<file path="src/rtl/apb_master_arbiter.sv">
// Two-requester round-robin arbiter driving a single APB master port (SETUP/ACCESS sequencing).
// Optional ACCESS-phase timeout enabled by defining APB_ARB_TIMEOUT_EN.
module apb_master_arbiter #(
    parameter int AW             = 32,
    parameter int DW             = 32,
    parameter int TIMEOUT_CYCLES = 16
) (
    input  logic            PCLK,
    input  logic            PRESET,
    // Request channel: a request is transferred in a cycle where req_valid[i] and req_ready[i]
    // are both high; the requester holds req_* stable until then. rsp_valid pulses one cycle.
    input  logic [1:0]      req_valid,
    input  logic [1:0]      req_write,
    input  logic [2*AW-1:0] req_addr,
    input  logic [2*DW-1:0] req_wdata,
    output logic [1:0]      req_ready,
    output logic [1:0]      rsp_valid,
    output logic [DW-1:0]   rsp_rdata,
    output logic            rsp_err,
    output logic [AW-1:0]   PADDR,
    output logic            PWRITE,
    output logic            PSEL,
    output logic            PENABLE,
    output logic [DW-1:0]   PWDATA,
    input  logic [DW-1:0]   PRDATA,
    input  logic            PREADY,
    input  logic            PSLVERR,
    output logic [1:0]      dbg_state
);

    typedef enum logic [1:0] {
        ST_IDLE   = 2'd0,
        ST_SETUP  = 2'd1,
        ST_ACCESS = 2'd2
    } state_t;

    if (TIMEOUT_CYCLES < 1) begin : g_timeout_check
        $error("TIMEOUT_CYCLES must be at least 1");
    end

    state_t          state_q, state_d;
    logic            last_grant, last_grant_d;
    logic            grant;
    logic            any_req;
    logic [AW-1:0]   paddr_d;
    logic [DW-1:0]   pwdata_d;
    logic            pwrite_d;
    logic            psel_d;
    logic            penable_d;
    logic [1:0]      rsp_valid_d;
    logic [DW-1:0]   rsp_rdata_d;
    logic            rsp_err_d;

`ifdef APB_ARB_TIMEOUT_EN
    localparam int CW = $clog2(TIMEOUT_CYCLES + 1);
    logic [CW-1:0]   wait_cnt_q, wait_cnt_d;
`endif

    assign any_req   = |req_valid;
    assign dbg_state = state_q;

    // On a tie the requester that did not win last time takes the port.
    always_comb begin
        grant = 1'b0;
        case (req_valid)
            2'b01:   grant = 1'b0;
            2'b10:   grant = 1'b1;
            2'b11:   grant = ~last_grant;
            default: grant = 1'b0;
        endcase
    end

    always_comb begin
        req_ready = 2'b00;
        if (state_q == ST_IDLE && any_req) begin
            req_ready = grant ? 2'b10 : 2'b01;
        end
    end

    always_comb begin
        state_d      = state_q;
        last_grant_d = last_grant;
        paddr_d      = PADDR;
        pwdata_d     = PWDATA;
        pwrite_d     = PWRITE;
        psel_d       = PSEL;
        penable_d    = PENABLE;
        rsp_valid_d  = 2'b00;
        rsp_rdata_d  = rsp_rdata;
        rsp_err_d    = rsp_err;
`ifdef APB_ARB_TIMEOUT_EN
        wait_cnt_d   = wait_cnt_q;
`endif

        case (state_q)
            ST_IDLE: begin
                if (any_req) begin
                    last_grant_d = grant;
                    paddr_d      = grant ? req_addr[2*AW-1:AW]  : req_addr[AW-1:0];
                    pwdata_d     = grant ? req_wdata[2*DW-1:DW] : req_wdata[DW-1:0];
                    pwrite_d     = grant ? req_write[1]         : req_write[0];
                    psel_d       = 1'b1;
                    penable_d    = 1'b0;
                    state_d      = ST_SETUP;
                end
            end

            ST_SETUP: begin
                penable_d = 1'b1;
                state_d   = ST_ACCESS;
`ifdef APB_ARB_TIMEOUT_EN
                wait_cnt_d = '0;
`endif
            end

            ST_ACCESS: begin
                // last_grant still names the requester that owns this transfer.
                if (PREADY) begin
                    psel_d      = 1'b0;
                    penable_d   = 1'b0;
                    rsp_valid_d = last_grant ? 2'b10 : 2'b01;
                    rsp_rdata_d = PWRITE ? '0 : PRDATA;
                    rsp_err_d   = PSLVERR;
                    state_d     = ST_IDLE;
                end
`ifdef APB_ARB_TIMEOUT_EN
                else if (wait_cnt_q == CW'(TIMEOUT_CYCLES - 1)) begin
                    psel_d      = 1'b0;
                    penable_d   = 1'b0;
                    rsp_valid_d = last_grant ? 2'b10 : 2'b01;
                    rsp_rdata_d = '0;
                    rsp_err_d   = 1'b1;
                    state_d     = ST_IDLE;
                end else begin
                    wait_cnt_d = wait_cnt_q + CW'(1);
                end
`endif
            end

            default: begin
                psel_d    = 1'b0;
                penable_d = 1'b0;
                state_d   = ST_IDLE;
            end
        endcase
    end

    always_ff @(posedge PCLK) begin
        if (PRESET) begin
            state_q    <= ST_IDLE;
            last_grant <= 1'b1;
            PADDR      <= '0;
            PWDATA     <= '0;
            PWRITE     <= 1'b0;
            PSEL       <= 1'b0;
            PENABLE    <= 1'b0;
            rsp_valid  <= 2'b00;
            rsp_rdata  <= '0;
            rsp_err    <= 1'b0;
`ifdef APB_ARB_TIMEOUT_EN
            wait_cnt_q <= '0;
`endif
        end else begin
            state_q    <= state_d;
            last_grant <= last_grant_d;
            PADDR      <= paddr_d;
            PWDATA     <= pwdata_d;
            PWRITE     <= pwrite_d;
            PSEL       <= psel_d;
            PENABLE    <= penable_d;
            rsp_valid  <= rsp_valid_d;
            rsp_rdata  <= rsp_rdata_d;
            rsp_err    <= rsp_err_d;
`ifdef APB_ARB_TIMEOUT_EN
            wait_cnt_q <= wait_cnt_d;
`endif
        end
    end

endmodule

</file>
<file path="config.mk">
export PLATFORM = sky130hd
export DESIGN_NAME = apb_master_arbiter
export DESIGN_NICKNAME = d
export VERILOG_FILES = /design/src/rtl/apb_master_arbiter.sv
export SDC_FILE = /design/constraint.sdc
export NUM_CORES = 1
export LEC_CHECK = 0
export ABC_AREA = 0
export CORE_MARGIN = 1.5
export CORE_UTILIZATION = 36
export CTS_CLUSTER_DIAMETER = 80
export CTS_CLUSTER_SIZE = 25
export DETAILED_ROUTE_END_ITERATION = 8
export PLACE_DENSITY_LB_ADDON = 0.08
export SLEW_MARGIN = 10
export SYNTH_ARGS = -nofsm -noshare
export SYNTH_HDL_FRONTEND = slang
export SYNTH_SLANG_ARGS = --single-unit
export TNS_END_PERCENT = 1
</file>
<file path="constraint.sdc">
create_clock -name PCLK -period 1.45 [get_ports PCLK]
set_input_delay 0.29 -clock PCLK [delete_from_list [all_inputs] [get_ports PCLK]]
set_output_delay 0.29 -clock PCLK [all_outputs]
set_load 0.01 [all_outputs]
</file>
==> results.md, run 1 <==
* result of the run: finished, violations left
* failing checks: setup timing
* kind of start point of the critical path: flop
* overall fraction of global-route tracks in use: 25.56%
* Synth Flop Type: sky130_fd_sc_hd__dfxtp_1
* number of buffers between clock root and the deepest sink: 2
* vertical die dimension: 111.3 um
* hold bufs inserted after CTS: 0
* met3 WL: 1517 um
* share of the synthesized netlist area taken by xor and xnor gates: 0%
* portion of synthesized cell area occupied by the leading cell type: 49.27%
* multiplexer fraction of the synthesized cell area: 0.4738%
* Horiz. Die Dim: 111.3 um
* Detailed Routing Iterations Pass 1: 5
* total wire length after detailed routing: 17020 um
* Site Rows: 39
* number of placed I/O pins: 274
* Util after Layout: 66.27%
* via count: 5048
* compound-gate portion of the synthesized area: 24.70%
* class of the tightest hold or removal check: flop to flop
* combinational family with the most area after synthesis: compound AO/OA/AOI/OAI gates
* Worst slew margin: 64.73%
* Max Freq: 658.0 MHz
* pin count of the biggest net entering global routing: 46
* share of post-route cells with drive strength above 1: 9.812%
* endpoints failing setup: 55
* via count of the first global-routing pass: 4849
* highest routed metal layer: met4
* Setup WS post-layout: -69.67 ps
* Synth Instances: 478
* worst clock skew: 5.816 ps
* number of H-tree branching levels: 3
* wire length of the first global-routing pass: 25520 um
* cell accounting for the most synthesized area: sky130_fd_sc_hd__dfxtp_1
* sort of element at the end of the critical path: primary output
* cell area after synthesis: 4225 um2
* Final Max Tran Viols: 0
* most frequent cell after synthesis: sky130_fd_sc_hd__nand3_1
* slew at the pin closest to its max-slew limit: 529.1 ps
* met2 wire len: 8216 um
* RSZ-0062 raised after global routing: true
* Final Hold Viols: 0
* simple logic cell fraction of the synthesized area: 18.12%
* maximum fanout along the worst path: 4
* final weighted congestion of routability-driven global placement: 0.8276
* area added between synthesis and finish: 79.09%
* clock tree from TritonCTS: built
* Pwr Density: 1013 nW/um2
* post-synthesis adder-cell area fraction: 0%
* part of the Yosys area used for sequential elements: 49.27%
* Die ar.: 12400 um2
* fraction of synthesis flops using an asynchronous set or reset pin: 0%
* mean post-synth cell area: 8.840 um2
* total congestion overflow after global routing: 0
* count of cell types in the netlist: 28
* Post-layout nets: 908
* insertion delay to the later sink of the worst-skew pair: 350 ps
* core area: 11420 um2
* Required @ worst endpoint: 1160 ps
* DRC violation count after routing: 0
* synthesized net count: 646
* Routed Antenna Nets: 0
* cells taking the most area after synthesis: sky130_fd_sc_hd__dfxtp_1, sky130_fd_sc_hd__nand3_1, sky130_fd_sc_hd__a31oi_1
* effective utilization at floorplan: 37.00%
* worst ir drop on vdd: 1.051 mV
* Synth Register Bits: 104
* number of maximum-capacitance violations: 0
* met1 layer wirelength in the final routing: 6853 um
* post-route clock period utilization: 104.8%
* antenna violations before repair: 0
* Min Hold Slack: 464.8 ps
* hpwl dp: 11020 um
* Leakage Power: 3.185 nW
* Reg2Reg Setup Slack: -60 ps
* average detailed-routed wire length per instance: 19.19 um
* 1st-iter DRT viols: 322
* category of the critical setup timing path: flop to primary output
* count of synthesis-stage warnings from yosys: 0
* vias per std cell: 5.691
* CTS buffer count: 9
* Antenna Diode Count: 0
* Post-synth top cells: sky130_fd_sc_hd__nand3_1, sky130_fd_sc_hd__dfxtp_1, sky130_fd_sc_hd__o21ai_1
* number of synthesized flops with an enable pin: 0
* clock period minus final worst setup slack: 1520 ps
* CTS clock-pin slew for the worst setup and hold paths: 70 ps
* count of input and output buffers: 273
* Root Buffer Master: sky130_fd_sc_hd__clkbuf_16
* Sinks on Clock Net: 104
* Filler Cell Count: 970
* CP arrival: 1230 ps
## routing by layer
metal / track usage [%] / vias up
met4: 9.958 / 0
met5: 0 / -
met2: 42.13 / 268
met3: 8.710 / 31
met1: 30.84 / 2426
li1: - / 2323
## power breakdown
part / switching, mW / internal [mW]
Combinational: 0.922 / 1.05
Sequential: 0.103 / 3.07
Clock: 1.05 / 1.47
## logic make-up after synthesis
logic type,after synthesis
simple gates,147
compound gates,167
mux,2
flops,104
buf+inv,58
## worst paths after layout
check / from / end / depth (start not counted)
worst min register to register: PSEL$_SDFFE_PP0P_ / PSEL$_SDFFE_PP0P_ / 2
worst min-delay path: PSEL$_SDFFE_PP0P_ / PSEL$_SDFFE_PP0P_ / 2
worst max register to register: dbg_state[0]$_SDFFE_PP0P_ / PADDR[31]$_SDFFE_PP0P_ / 7
worst max-delay path: dbg_state[0]$_SDFFE_PP0P_ / req_ready[0] / 4
## state kept, by name (all words and copies together) (netlist names)
register	cells
PWDATA	32
PADDR	32
dbg_state	1
rsp_valid	2
last_grant	1
PWRITE	1
PENABLE	1
rsp_err	1
PSEL	1
rsp_rdata	32
## metrics by stage
step	TNS (ps)	cells	instance area, um2	power (mW)	worst slack (ps)
final	-1368	887	7567	7.669	-69.67
after global routing	-4965	887	7567	7.997	-127.7
after CTS	-4445	879	7371	7.599	-170.9
after detailed placement	-50120	863	7162	5.189	-771.5
after global placement	-45790	863	7162	5.160	-703.5
after floorplan	0	478	4225	4.030	4.533
## area by class of cell
cell class / instances / area, um2 / share of cell area [%]
Timing Repair Buffer: 308 / 3078 / 40.67
Clock buffer: 13 / 270.3 / 3.571
Clock inverter: 2 / 37.54 / 0.4960
Tap cell: 143 / 178.9 / 2.364
Sequential cell: 104 / 2088 / 27.60
Multi-Input combinational cell: 317 / 1914 / 25.30
## cells in the final DEF, fill, tap and decap left out, types with 2 or more instances in the layout
cell type | Yosys | layout
sky130_fd_sc_hd__dlygate4sd2_1 | 0 | 103
sky130_fd_sc_hd__nor2_1 | 5 | 4
sky130_fd_sc_hd__buf_6 | 4 | 9
sky130_fd_sc_hd__clkdlybuf4s50_1 | 0 | 164
sky130_fd_sc_hd__nor2_4 | 0 | 2
sky130_fd_sc_hd__clkbuf_16 | 0 | 14
sky130_fd_sc_hd__nor2b_4 | 0 | 2
sky130_fd_sc_hd__buf_2 | 23 | 2
sky130_fd_sc_hd__o21ai_1 | 66 | 65
sky130_fd_sc_hd__clkbuf_2 | 0 | 2
sky130_fd_sc_hd__buf_4 | 10 | 14
sky130_fd_sc_hd__a31oi_1 | 65 | 64
sky130_fd_sc_hd__dfxtp_2 | 0 | 2
sky130_fd_sc_hd__buf_12 | 0 | 7
sky130_fd_sc_hd__clkbuf_8 | 0 | 3
sky130_fd_sc_hd__mux2i_1 | 2 | 2
sky130_fd_sc_hd__nand3_1 | 130 | 129
sky130_fd_sc_hd__dfxtp_1 | 104 | 101
sky130_fd_sc_hd__a22o_1 | 32 | 32
## repair_timing
item / 4_1_cts / 5_1_grt
hold endpoints to repair: 0 / 0
setup buffers: 1 / 2
resized for setup: 127 / 18
gates cloned: 0 / 6
setup endpoints to repair: 200 / 103
pin swaps: 18 / 7
## worst max-delay path, stage by stage (launching register included)
cell                      delay, ps
sky130_fd_sc_hd__dfxtp_2        320
sky130_fd_sc_hd__buf_6          110
sky130_fd_sc_hd__nor2_4         150
sky130_fd_sc_hd__and3_4         210
sky130_fd_sc_hd__buf_6          100
(Power assumes the default switching activity.)
==> inputs of run 2 (changes only) <==
Settings changed: TNS_END_PERCENT 1 to 20.
==> results.md, run 2 (same netlist as run 1, synthesis figures left out) <==
* Leakage Power: 3.206 nW
* Antenna Diode Count: 0
* number of maximum-capacitance violations: 0
* overall fraction of global-route tracks in use: 25.78%
* share of power burned in combinational logic: 26.1%
* worst clock skew: 5.269 ps
* pin count of the biggest net entering global routing: 46
* Sinks on Clock Net: 104
* sort of element at the end of the critical path: flop
* R2R Path Start: dbg_state[0]$_SDFFE_PP0P_
* 1st-iter DRT viols: 366
* average detailed-routed wire length per instance: 19.38 um
* via count: 5003
* number of buffers between clock root and the deepest sink: 2
* registers with the highest flip-flop counts: PADDR: 32 flops, PWDATA: 32 flops, rsp_rdata: 32 flops
* Psw: 2.087 mW
* depth of the worst hold-timing path: 1
* Pwr Density: 1010 nW/um2
* RSZ-0062 raised after global routing: true
* Pint: 5.607 mW
* Worst Reg-to-Reg Cells: 7
* core area: 11420 um2
* Filler Cell Count: 967
* hpwl dp: 11020 um
* hold bufs inserted after CTS: 0
* slew at the pin closest to its max-slew limit: 543.3 ps
* via count of the first global-routing pass: 4864
* commonest non-fill, non-tap cells in the layout: sky130_fd_sc_hd__clkdlybuf4s50_1, sky130_fd_sc_hd__nand3_1, sky130_fd_sc_hd__dlygate4sd2_1
* post-detailed-placement cell area: 7162 um2
* post-route clock period utilization: 106.3%
* most common cell after layout, fill and taps aside: sky130_fd_sc_hd__clkdlybuf4s50_1
* vias per std cell: 5.628
* area of all placed cells without fillers: 7621 um2
* clock share of power: 32.7%
* hold endpoint: rsp_rdata[25]$_SDFFE_PP0P_
* category of the critical setup timing path: flop to flop
* Final Max Tran Viols: 0
* slowest stage delay, CP: 320 ps
* Max Freq: 648.7 MHz
* number of placed I/O pins: 274
* effective utilization at floorplan: 37.00%
* area added between synthesis and finish: 80.37%
* insertion delay to the later sink of the worst-skew pair: 350 ps
* failing checks: setup timing
* result of the run: finished, violations left
* Routed Antenna Nets: 0
* Horiz. Die Dim: 111.3 um
* clock period minus final worst setup slack: 1542 ps
* maximum fanout along the worst path: 6
* endpoint of the lowest-slack register-to-register path: PADDR[31]$_SDFFE_PP0P_
* largest delay contributor family on the critical path: buffers and inverters
* endpoints failing setup: 53
* Die ar.: 12400 um2
* kind of start point of the critical path: flop
* number of H-tree branching levels: 3
* crit path buf inv count: 4
* DRC violation count after routing: 0
* most prevalent standard cell on the critical path: sky130_fd_sc_hd__buf_6
* highest-delay cell along the critical path: sky130_fd_sc_hd__dfxtp_2
* antenna violations before repair: 0
* Root Buffer Master: sky130_fd_sc_hd__clkbuf_16
* start point of the worst min-delay path: rsp_rdata[25]$_SDFFE_PP0P_
* Final Hold Viols: 0
* total congestion overflow after global routing: 0
* total wire length after detailed routing: 17230 um
* clock tree from TritonCTS: built
* Site Rows: 39
* class of the tightest hold or removal check: flop to flop
* Min Hold Slack: 471.5 ps
* final weighted congestion of routability-driven global placement: 0.8276
* Detailed Routing Iterations Pass 1: 5
* Post-layout nets: 910
* CTS buffer count: 9
* wire length of the first global-routing pass: 25720 um
* CP arrival: 1800 ps
* Worst slew margin: 63.78%
* vertical die dimension: 111.3 um
* switch share: 27.12%
* worst ir drop on vdd: 1.047 mV
* Reg2Reg Setup Slack: -90 ps
* Required @ worst endpoint: 1710 ps
* count of input and output buffers: 273
* Setup WS post-layout: -91.50 ps
* CTS clock-pin slew for the worst setup and hold paths: 70 ps
* cells traversed along the worst timing path: buf_4 > buf_6 > nor3b_4 > buf_6 > clkbuf_16 > nand3_1 > a31oi_1
* fraction of power consumed by sequential logic: 41.2%
* share of post-route cells with drive strength above 1: 10.59%
[run 2: cell types whose count changed in the layout (fill, tap and decap cells not counted), sizes merged]
cell,previous run,this run
clkbuf,20,21
buf,34,35
[run 2: how the worst max path moves through the flow]
stage | startpoint | to | slack, ps | depth (start not counted)
detailed placement | PREADY | rsp_rdata[15]$_SDFFE_PP0P_ | -770 | 4
global placement | PREADY | rsp_rdata[2]$_SDFFE_PP0P_ | -700 | 4
floorplan | PENABLE$_SDFFE_PP0P_ | req_ready[0] | 5 | 4
CTS | dbg_state[0]$_SDFFE_PP0P_ | req_ready[1] | -170 | 4
global route | dbg_state[0]$_SDFFE_PP0P_ | PADDR[31]$_SDFFE_PP0P_ | -130 | 7
finish | dbg_state[0]$_SDFFE_PP0P_ | PADDR[31]$_SDFFE_PP0P_ | -90 | 7
[run 2: power groups by stage]
stage | combinational, mW | sequential (mW) | clock (mW)
after floorplan | 0.699 | 3.33 | 0
after global placement | 1.93 | 3.23 | 0
after detailed placement | 1.95 | 3.24 | 0
after CTS | 1.84 | 3.17 | 2.60
after global routing | 2.14 | 3.19 | 2.69
final | 2.01 | 3.17 | 2.52
[run 2: metal layers]
metal	wire (um)	track usage, %
met2	8162	42.62
met1	7093	31.05
met4	489	9.958
met5	0	0
met3	1480	8.764
[run 2: repair_timing]
item / in CTS / in global routing
setup endpoints to repair: 200 / 72
setup buffers: 1 / 2
gates cloned: 1 / 7
gates resized for setup: 128 / 20
pin swaps: 2 / 11
[run 2: final cells by class]
| type | instances | area [um2] | area share (%) |
|---|---|---|---|
| Clock buffer | 13 | 270.3 | 3.546 |
| Multi-Input combinational cell | 317 | 1936 | 25.40 |
| Tap cell | 143 | 178.9 | 2.348 |
| Sequential cell | 104 | 2088 | 27.40 |
| Timing Repair Buffer | 310 | 3110 | 40.81 |
| Clock inverter | 2 | 37.54 | 0.4925 |
[run 2: worst reg2reg max path, cell delays in order, from the launching register on]
cell                        delay, ps
sky130_fd_sc_hd__dfxtp_2          320
sky130_fd_sc_hd__buf_4            130
sky130_fd_sc_hd__buf_6            130
sky130_fd_sc_hd__nor3b_4          260
sky130_fd_sc_hd__buf_6            190
sky130_fd_sc_hd__clkbuf_16        150
sky130_fd_sc_hd__nand3_1           90
sky130_fd_sc_hd__a31oi_1          190
[run 2: through the flow]
step | power, mW | instances | util, % | worst slack (ps) | TNS, ps
2_1_floorplan | 4.030 | 478 | - | 4.533 | 0
3_3_place_gp | 5.160 | 863 | 62.72 | -703.5 | -45790
3_5_place_dp | 5.189 | 863 | 62.72 | -771.5 | -50120
4_1_cts | 7.605 | 880 | 64.67 | -170.9 | -3410
5_1_grt | 8.024 | 889 | 66.74 | -131.3 | -4974
6_report | 7.694 | 889 | 66.74 | -91.50 | -1385
==> inputs of run 3 (changes only) <==
Settings changed: CORE_UTILIZATION 36 to 39.
Clock period 1.45 ns to 2 ns, I/O delays scaled along.
==> results.md, run 3 (same netlist as run 1, synthesis figures left out) <==
* Filler Cell Count: 889
* post-route total power: 4.980 mW
* core area: 10420 um2
* overall fraction of global-route tracks in use: 27.21%
* R2R Path Start: PENABLE$_SDFFE_PP0P_
* Final Hold Viols: 0
* Leakage Power: 2.546 nW
* area added between synthesis and finish: 71.42%
* effective utilization at floorplan: 40.56%
* number of buffers between clock root and the deepest sink: 2
* Setup WS post-layout: 73.81 ps
* Horiz. Die Dim: 107.1 um
* post-route clock period utilization: 96.31%
* Antenna Diode Count: 0
* CTS clock-pin slew for the worst setup and hold paths: 100 ps
* commonest non-fill, non-tap cells in the layout: sky130_fd_sc_hd__clkdlybuf4s50_1, sky130_fd_sc_hd__nand3_1, sky130_fd_sc_hd__dfxtp_1
* clock tree from TritonCTS: built
* Required @ worst endpoint: 1600 ps
* Reg2Reg Setup Slack: 340 ps
* worst setup slack before clock tree synthesis: -151.9 ps
* pin count of the biggest net entering global routing: 66
* slew at the pin closest to its max-slew limit: 739.1 ps
* start point of the worst min-delay path: PSEL$_SDFFE_PP0P_
* maximum fanout along the worst path: 3
* buffers inserted by post-CTS timing repair: 0
* via count: 4803
* antenna violations before repair: 0
* final weighted congestion of routability-driven global placement: 0.8068
* share of post-route cells with drive strength above 1: 6.052%
* clock period minus final worst setup slack: 1926 ps
* via count of the first global-routing pass: 4831
* RSZ-0062 raised after global routing: false
* Site Rows: 37
* Min Hold Slack: 475.4 ps
* post-detailed-placement cell area: 7048 um2
* Die ar.: 11470 um2
* hpwl dp: 10880 um
* Root Buffer Master: sky130_fd_sc_hd__clkbuf_8
* wire length of the first global-routing pass: 24720 um
* registers with the highest flip-flop counts: PADDR: 32 flops, PWDATA: 32 flops, rsp_rdata: 32 flops
* DRC violation count after routing: 0
* depth of the worst hold-timing path: 2
* sort of element at the end of the critical path: primary output
* 1st-iter DRT viols: 306
* endpoint of the lowest-slack register-to-register path: PADDR[9]$_SDFFE_PP0P_
* result of the run: finished, final reports clean
* Routed Antenna Nets: 0
* worst ir drop on vdd: 0.4337 mV
* endpoints failing setup: 0
* kind of start point of the critical path: input port
* Post-layout nets: 890
* number of maximum-capacitance violations: 0
* CTS buffer count: 9
* total congestion overflow after global routing: 0
* most common cell after layout, fill and taps aside: sky130_fd_sc_hd__clkdlybuf4s50_1
* vias per std cell: 5.565
* Sinks on Clock Net: 104
* Final Max Tran Viols: 0
* vertical die dimension: 107.1 um
* total wire length after detailed routing: 16040 um
* category of the critical setup timing path: input port to primary output
* worst clock skew: 10.59 ps
* CP arrival: 1530 ps
* average detailed-routed wire length per instance: 18.59 um
* number of placed I/O pins: 274
* insertion delay to the later sink of the worst-skew pair: 370 ps
* number of H-tree branching levels: 3
* Max Freq: 519.2 MHz
* area of all placed cells without fillers: 7243 um2
* Worst Reg-to-Reg Cells: 5
* hold endpoint: PSEL$_SDFFE_PP0P_
* class of the tightest hold or removal check: flop to flop
* count of input and output buffers: 273
* Pwr Density: 687.6 nW/um2
* Total Negative Setup Slacks: 0 ps
* Detailed Routing Iterations Pass 1: 5
* Worst slew margin: 50.73%
-- run 3: cell count changes in the layout (fill, tap and decap cells not counted), sizes merged --
cell,before,now
clkdlybuf4s50,164,270
buf,35,19
bufinv,1,0
clkinvlp,1,0
clkbuf,21,9
inv,0,3
dlygate4sd2,103,2
nor2b,2,1
clkinv,0,4
-- run 3: how the worst max path moves through the flow --
stage	from	slack, ps	depth (start not counted)	to
final	req_valid[1]	70	5	req_ready[0]
after global routing	PENABLE$_SDFFE_PP0P_	10	2	PENABLE
after CTS	PENABLE$_SDFFE_PP0P_	50	2	PENABLE
after detailed placement	req_valid[0]	-150	4	req_ready[1]
after global placement	req_valid[1]	-140	4	req_ready[1]
after floorplan	PENABLE$_SDFFE_PP0P_	440	4	req_ready[0]
-- run 3: cell type report --
cell class	instances	area (um2)	area share, %
clock buffer	9	123.9	1.710
clock inverter	7	73.82	1.019
multi-input combinational	316	1871	25.82
sequential	104	2082	28.74
tap	136	170.2	2.349
timing repair buffer	291	2923	40.35
-- run 3: what timing repair did --
action,4_1_cts,5_1_grt
endpoints found under the setup margin,2,0
hold buffers,0,0
gates resized for setup,2,0
-- run 3: routing by layer --
layer	routed length, um	track usage [%]
met5	0	0
met4	486	10.67
met3	1537	7.720
met2	7776	46.54
met1	6239	32.00
-- run 3: per-stage QoR --
stage | std cells | util [%]
finish | 863 | 69.54
global route | 863 | 69.54
CTS | 863 | 69.54
detailed placement | 847 | 67.66
global placement | 847 | 67.66
floorplan | 478 | -
-- run 3: where the power goes --
part           switching [mW]  leakage, nW  internal [mW]
sequential             0.0807        0.851           2.22
combinational           0.620         1.59          0.745
clock                   0.819        0.101          0.493
total                    1.52         2.55           3.46
-- run 3: worst max-delay path, cell delays in order --
cell and delay [ps]:
sky130_fd_sc_hd__clkdlybuf4s50_1 480, sky130_fd_sc_hd__buf_4 140, sky130_fd_sc_hd__nand2b_2 60, sky130_fd_sc_hd__and3_1 170, sky130_fd_sc_hd__dlygate4sd2_1 270
